File: src/rtl/icache_pkg.sv
// rtl/icache_pkg.sv - icache geometry constants and controller state encoding
package icache_pkg;

  localparam int MEM_CTRL_IF_DATA_LEN = 16;

  localparam int ICACHE_LINES      = 16;
  localparam int ICACHE_LINE_BYTES = MEM_CTRL_IF_DATA_LEN;
  localparam int ICACHE_OFF_WID    = $clog2(ICACHE_LINE_BYTES);
  localparam int ICACHE_IDX_WID    = $clog2(ICACHE_LINES);
  localparam int ICACHE_TAG_WID    = 32 - ICACHE_OFF_WID - ICACHE_IDX_WID;

  typedef enum logic {
    ST_IDLE = 1'b0,
    ST_MISS = 1'b1
  } icache_state_t;

endpackage

File: src/rtl/icache.sv
// rtl/icache.sv - direct-mapped read-only instruction cache with one-cycle hits and fill bypass
module icache
  import icache_pkg::*;
#(
  parameter int LINE_BYTES = ICACHE_LINE_BYTES,
  parameter int LINES      = ICACHE_LINES
) (
  input  logic                    clk,
  input  logic                    rst,
  input  logic                    rdy,
  input  logic                    rollback,
  input  logic                    fetch_en,
  input  logic [31:0]             fetch_pc,
  output logic                    fetch_valid,
  output logic [31:0]             fetch_inst,
  output logic                    mem_if_en,
  output logic [31:0]             mem_if_pc,
  input  logic                    mem_if_done,
  input  logic [LINE_BYTES*8-1:0] mem_if_data
);

  localparam int OFF = $clog2(LINE_BYTES);
  localparam int IDX = $clog2(LINES);
  localparam int TAG = 32 - OFF - IDX;
  localparam int LW  = LINE_BYTES * 8;

  logic [LW-1:0]    data_mem [LINES];
  logic [TAG-1:0]   tag_mem  [LINES];
  logic [LINES-1:0] valid;

  icache_state_t state;
  logic          cancel;

  logic [IDX-1:0]    pc_idx;
  logic [TAG-1:0]    pc_tag;
  logic [31-OFF:0]   pc_line;
  logic [IDX-1:0]    miss_idx;
  logic [TAG-1:0]    miss_tag;
  logic              hit;
  logic              fill;
  logic              bypass;
  logic [31:0]       hit_word;
  logic [31:0]       fill_word;

  // Word lane inside a line; works down to 4-byte lines where there is no word select.
  function automatic logic [31:0] pick_word(input logic [LW-1:0] line, input logic [31:0] pc);
    logic [OFF+2:0] bit_off;
    bit_off      = {pc[OFF-1:0], 3'b000};
    bit_off[4:0] = '0;
    return line[bit_off +: 32];
  endfunction

  // The latched request address doubles as the miss index/tag latch.
  assign miss_idx = mem_if_pc[OFF+IDX-1:OFF];
  assign miss_tag = mem_if_pc[31:OFF+IDX];

  always_comb begin
    pc_idx    = fetch_pc[OFF+IDX-1:OFF];
    pc_tag    = fetch_pc[31:OFF+IDX];
    pc_line   = fetch_pc[31:OFF];
    hit       = valid[pc_idx] && (tag_mem[pc_idx] == pc_tag);
    hit_word  = pick_word(data_mem[pc_idx], fetch_pc);
    fill_word = pick_word(mem_if_data, fetch_pc);
    fill      = rdy && (state == ST_MISS) && mem_if_done;
    bypass    = fetch_en && !rollback && !cancel && (pc_line == mem_if_pc[31:OFF]);
  end

  // Data and tag storage carry no reset; only the valid bits qualify them.
  always_ff @(posedge clk) begin
    if (fill) begin
      data_mem[miss_idx] <= mem_if_data;
      tag_mem[miss_idx]  <= miss_tag;
    end
  end

  always_ff @(posedge clk or posedge rst) begin
    if (rst) begin
      state       <= ST_IDLE;
      valid       <= '0;
      cancel      <= 1'b0;
      fetch_valid <= 1'b0;
      fetch_inst  <= '0;
      mem_if_en   <= 1'b0;
      mem_if_pc   <= '0;
    end else if (!rdy) begin
      fetch_valid <= 1'b0;
    end else begin
      fetch_valid <= 1'b0;
      case (state)
        ST_IDLE: begin
          if (fetch_en && !rollback) begin
            if (hit) begin
              fetch_inst  <= hit_word;
              fetch_valid <= 1'b1;
            end else begin
              mem_if_en <= 1'b1;
              mem_if_pc <= {pc_line, {OFF{1'b0}}};
              state     <= ST_MISS;
            end
          end
        end
        ST_MISS: begin
          if (mem_if_done) begin
            valid[miss_idx] <= 1'b1;
            mem_if_en       <= 1'b0;
            cancel          <= 1'b0;
            state           <= ST_IDLE;
            if (bypass) begin
              fetch_inst  <= fill_word;
              fetch_valid <= 1'b1;
            end
          end else if (rollback) begin
            // The controller cannot abort a fill, so only the forwarded word is dropped.
            cancel <= 1'b1;
          end
        end
        default: state <= ST_IDLE;
      endcase
    end
  end

endmodule

File: config.mk
export PLATFORM = sky130hd
export DESIGN_NAME = icache
export DESIGN_NICKNAME = d
export VERILOG_FILES = /design/src/rtl/icache_pkg.sv /design/src/rtl/icache.sv
export SDC_FILE = /design/constraint.sdc
export NUM_CORES = 2
export LEC_CHECK = 0
export ABC_AREA = 1
export CAP_MARGIN = 25
export CORE_UTILIZATION = 40
export DETAILED_ROUTE_END_ITERATION = 8
export HOLD_SLACK_MARGIN = 0.12
export PLACE_DENSITY = 0.59
export REMOVE_ABC_BUFFERS = 1
export SLEW_MARGIN = 20
export SYNTH_ARGS = -nofsm -noshare
export SYNTH_HDL_FRONTEND = slang
export SYNTH_SLANG_ARGS = --single-unit
File: constraint.sdc
create_clock -name clk -period 9.4 [get_ports clk]
set_input_delay 0.94 -clock clk [delete_from_list [all_inputs] [get_ports clk]]
set_output_delay 0.94 -clock clk [all_outputs]
set_load 0.1 [all_outputs]
==> out/results.ini <==
[run_status]
status = complete, no violations

[logic_synthesis]
synth_area_um2 = 100900
ys_seq_area_share_pct = 74.38
synth_mux_area_share_pct = 0
synth_compound_gate_area_share_pct = 11.37
synth_seq_cells = 2512
ys_warn_count = 0
synth_top_family_by_area = compound AO/OA/AOI/OAI gates
synth-xor-area-share_pct = 0.08682
synthSimpleGateAreaFrac_pct = 11.01
synth_top_area_cell = edfxtp_1
ys_top_cells_by_area = edfxtp_1 (72%), o21ai_0 (6.6%), nor2_1 (5.2%), nand2_1 (3.3%), o22ai_1 (2.7%)
synth_top_area_share_pct = 72.39
syn_inst = 8090
ys_types = 44
avgSynthCellArea_um2 = 12.47
synthAdderAreaFrac_pct = 0

[route]
drc = 0
drt_first_pass_iters = 8
vias = 66880
vias_per_cell = 5.715
ant_nets = 0
drt_iter0_markers = 7338
wl_um = 296900
wl_per_cell_um = 25.37

[sta]
finalSetupViolations = 0
hold_viol_final = 0
min_period_ns = 5.086
fmax_mhz = 196.6
slew_viol_final = 0
rsz0062_at_grt = false
tightest_slew_ns = 1.121
finalCritPeriodShare_pct = 54.10
relSlewSlack_pct = 25.04
skew_ns = 0.04657

[final_layout]
drive_above_1_share_pct = 6.702
utilization_pct = 45.83
final_nets = 8311
fillCellCount = 22290
syn_to_final_growth_pct = 14.01

[placement]
portBuffers = 225
dp_hpwl_um = 141500
gp_congestion = 0.8005

[worst_hold_path]
whs_endpoint = valid[2]
hp-start = valid[2]
whs_path_depth = 2
min-delay-path-class = flop to flop

[setup_path]
cp.required_ns = 10.25
crit_path_end_kind = flop
cp_max_fo = 159
rrSetupSlack_ns = 4.88
r2r-start = state
r2r_cells = 6
r2r-end = data_mem[2][100]
cp.arrival_ns = 5.94
path_class = input port to flop
worstSetupStartpointType = input port

[global_routing]
grt_max_degree = 206
grt_pass1_vias = 63630
track_usage_pct = 22.86
grt.overflow.total = 0
antenna_found_initial = 58
grt_pass1_wl_um = 434600

[job]
max_cap_violations = 0

[floorplan]
core_area_um2 = 250900
die_w_um = 504.2
dieArea_um2 = 254200
die_h_um = 504.2
pin_count = 232
rows = 184
initial_core_util_pct = 40.20

[cts]
cts_resized = 0
post-cts-setup-buffer-count = 0
clock_path_buffers = 4
cts_sinks = 2512
clk_latency_ns = 0.94
clk_pin_slew_worst_paths_ns = 0.06
htreeDepth = 5
cts_tree = yes
cts.hold.buffers_added = 0
root_buffer = clkbuf_16
cts_made_buffers = 279

[power]
powerDensity_nw_per_um2 = 218.9
irDropWorstVdd_v = 0.0002058
p_leak_nw = 38.16
p_total_mw = 25.18

==> state kept, by name, indices dropped and copies added, names as in the netlist <==
name,flops
tag_mem,384
data_mem,2048
cancel,1
fetch_valid,1
mem_if_pc,28
mem_if_en,1
valid,16
fetch_inst,32
state,1
==> area by class of cell <==
type                            instances  area (um2)  area share [%]
Clock buffer                          367        7662           6.662
Clock inverter                        110        1047          0.9105
Multi-Input combinational cell       4851       22810           19.83
Antenna cell                           14       35.03         0.03046
Sequential cell                      2512       75040           65.24
Timing Repair Buffer                  353        3631           3.157
Inverter                              148       609.3          0.5298
Tap cell                             3348        4189           3.642
==> cell usage in the layout, fill, tap and decap left out, types with 79 or more instances in the layout <==
cell type,count
edfxtp_1,2432
nand2_1,887
buf_4,102
o21ai_0,1323
o211ai_1,95
dfrtp_1,79
nand3_1,444
o22ai_1,429
clkdlybuf4s50_1,219
inv_1,137
nor2_1,1383
o221ai_1,90
clkbuf_16,287
==> synth_stat cells, drive strengths merged <==
cell type and count:
a21boi 1, a21oi 45, a221oi 2, a22o 2, and2 1, and3 1, buf 261, clkbuf 321
clkinv 3, conb 1, dfrtp 80, edfxtp 2432, inv 145, nand2 889, nand3 444, nand3b 2
nand4 2, nor2 1400, nor3 3, nor4 3, o2111ai 2, o211ai 95, o21a 5, o21ai 1384
o221a 1, o221ai 90, o22ai 429, o311ai 1, o31ai 2, or2 32, or4 1, xnor2 2
xor2 8
==> power breakdown <==
| part | switching (mW) | internal, mW |
|---|---|---|
| Clock | 4.30 | 6.26 |
| Sequential | 0.200 | 12.5 |
| Combinational | 1.40 | 0.501 |
| Total | 5.89 | 19.3 |
==> layer usage <==
layer | GRT usage, % | vias up | part of all wire, %
li1 | - | 29670 | -
met1 | 31.86 | 33780 | 42
met2 | 36.39 | 2778 | 47
met3 | 4.086 | 597 | 8.1
met4 | 7.051 | 56 | 2.9
met5 | 0 | - | 0.12
==> critical path, cell delays in order <==
cell and delay, ns:
buf_8 0.33, buf_4 0.71, buf_12 0.57, or2_2 0.22
nand3_1 0.06, nand2_1 0.08, nand2_1 0.06, nand3_1 0.10
nand2_1 0.07, nand2_1 0.06, nand2_1 0.05, nor2_1 0.21
nand2_1 0.09, nor2_1 0.09, nand2_1 0.07, nor2_2 0.16
nand2_4 0.52, nand2_4 0.93, nand2_1 0.12, nand2_1 0.10
==> cell families after synthesis <==
group / count (synthesis)
buffers and inverters: 730
other: 1
AO/OA/AOI/OAI: 2059
AND/OR/NAND/NOR: 2778
flip-flops: 2512
XOR/XNOR: 10
==> stage by stage <==
step | cells | TNS (ns) | hold WS [ns] | instance area, um2 | worst slack (ns)
6_report | 11700 | 0 | 0.4610 | 115000 | 4.314
3_5_place_dp | 11210 | 0 | 0.4461 | 106200 | 3.505
4_1_cts | 11690 | 0 | 0.4596 | 114900 | 4.473
2_1_floorplan | 7511 | -4899.29 | 0.4240 | 98270 | -2.135
5_1_grt | 11700 | 0 | 0.4752 | 115000 | 4.109
3_3_place_gp | 11200 | 0 | 0.4445 | 106000 | 3.487
==> how the worst max path moves through the flow <==
| stage | from | to | slack [ns] | cells after the start |
|---|---|---|---|---|
| final | fetch_pc[4] | fetch_inst[3] | 4.31 | 20 |
| after global routing | fetch_pc[4] | fetch_inst[14] | 4.11 | 20 |
| after CTS | fetch_pc[4] | fetch_inst[10] | 4.47 | 17 |
| after floorplan | state | valid[14] | -2.14 | 5 |
| after global placement | fetch_pc[6] | fetch_inst[22] | 3.49 | 17 |
| after detailed placement | fetch_pc[4] | fetch_inst[19] | 3.51 | 17 |
(Power assumes the default switching activity.)
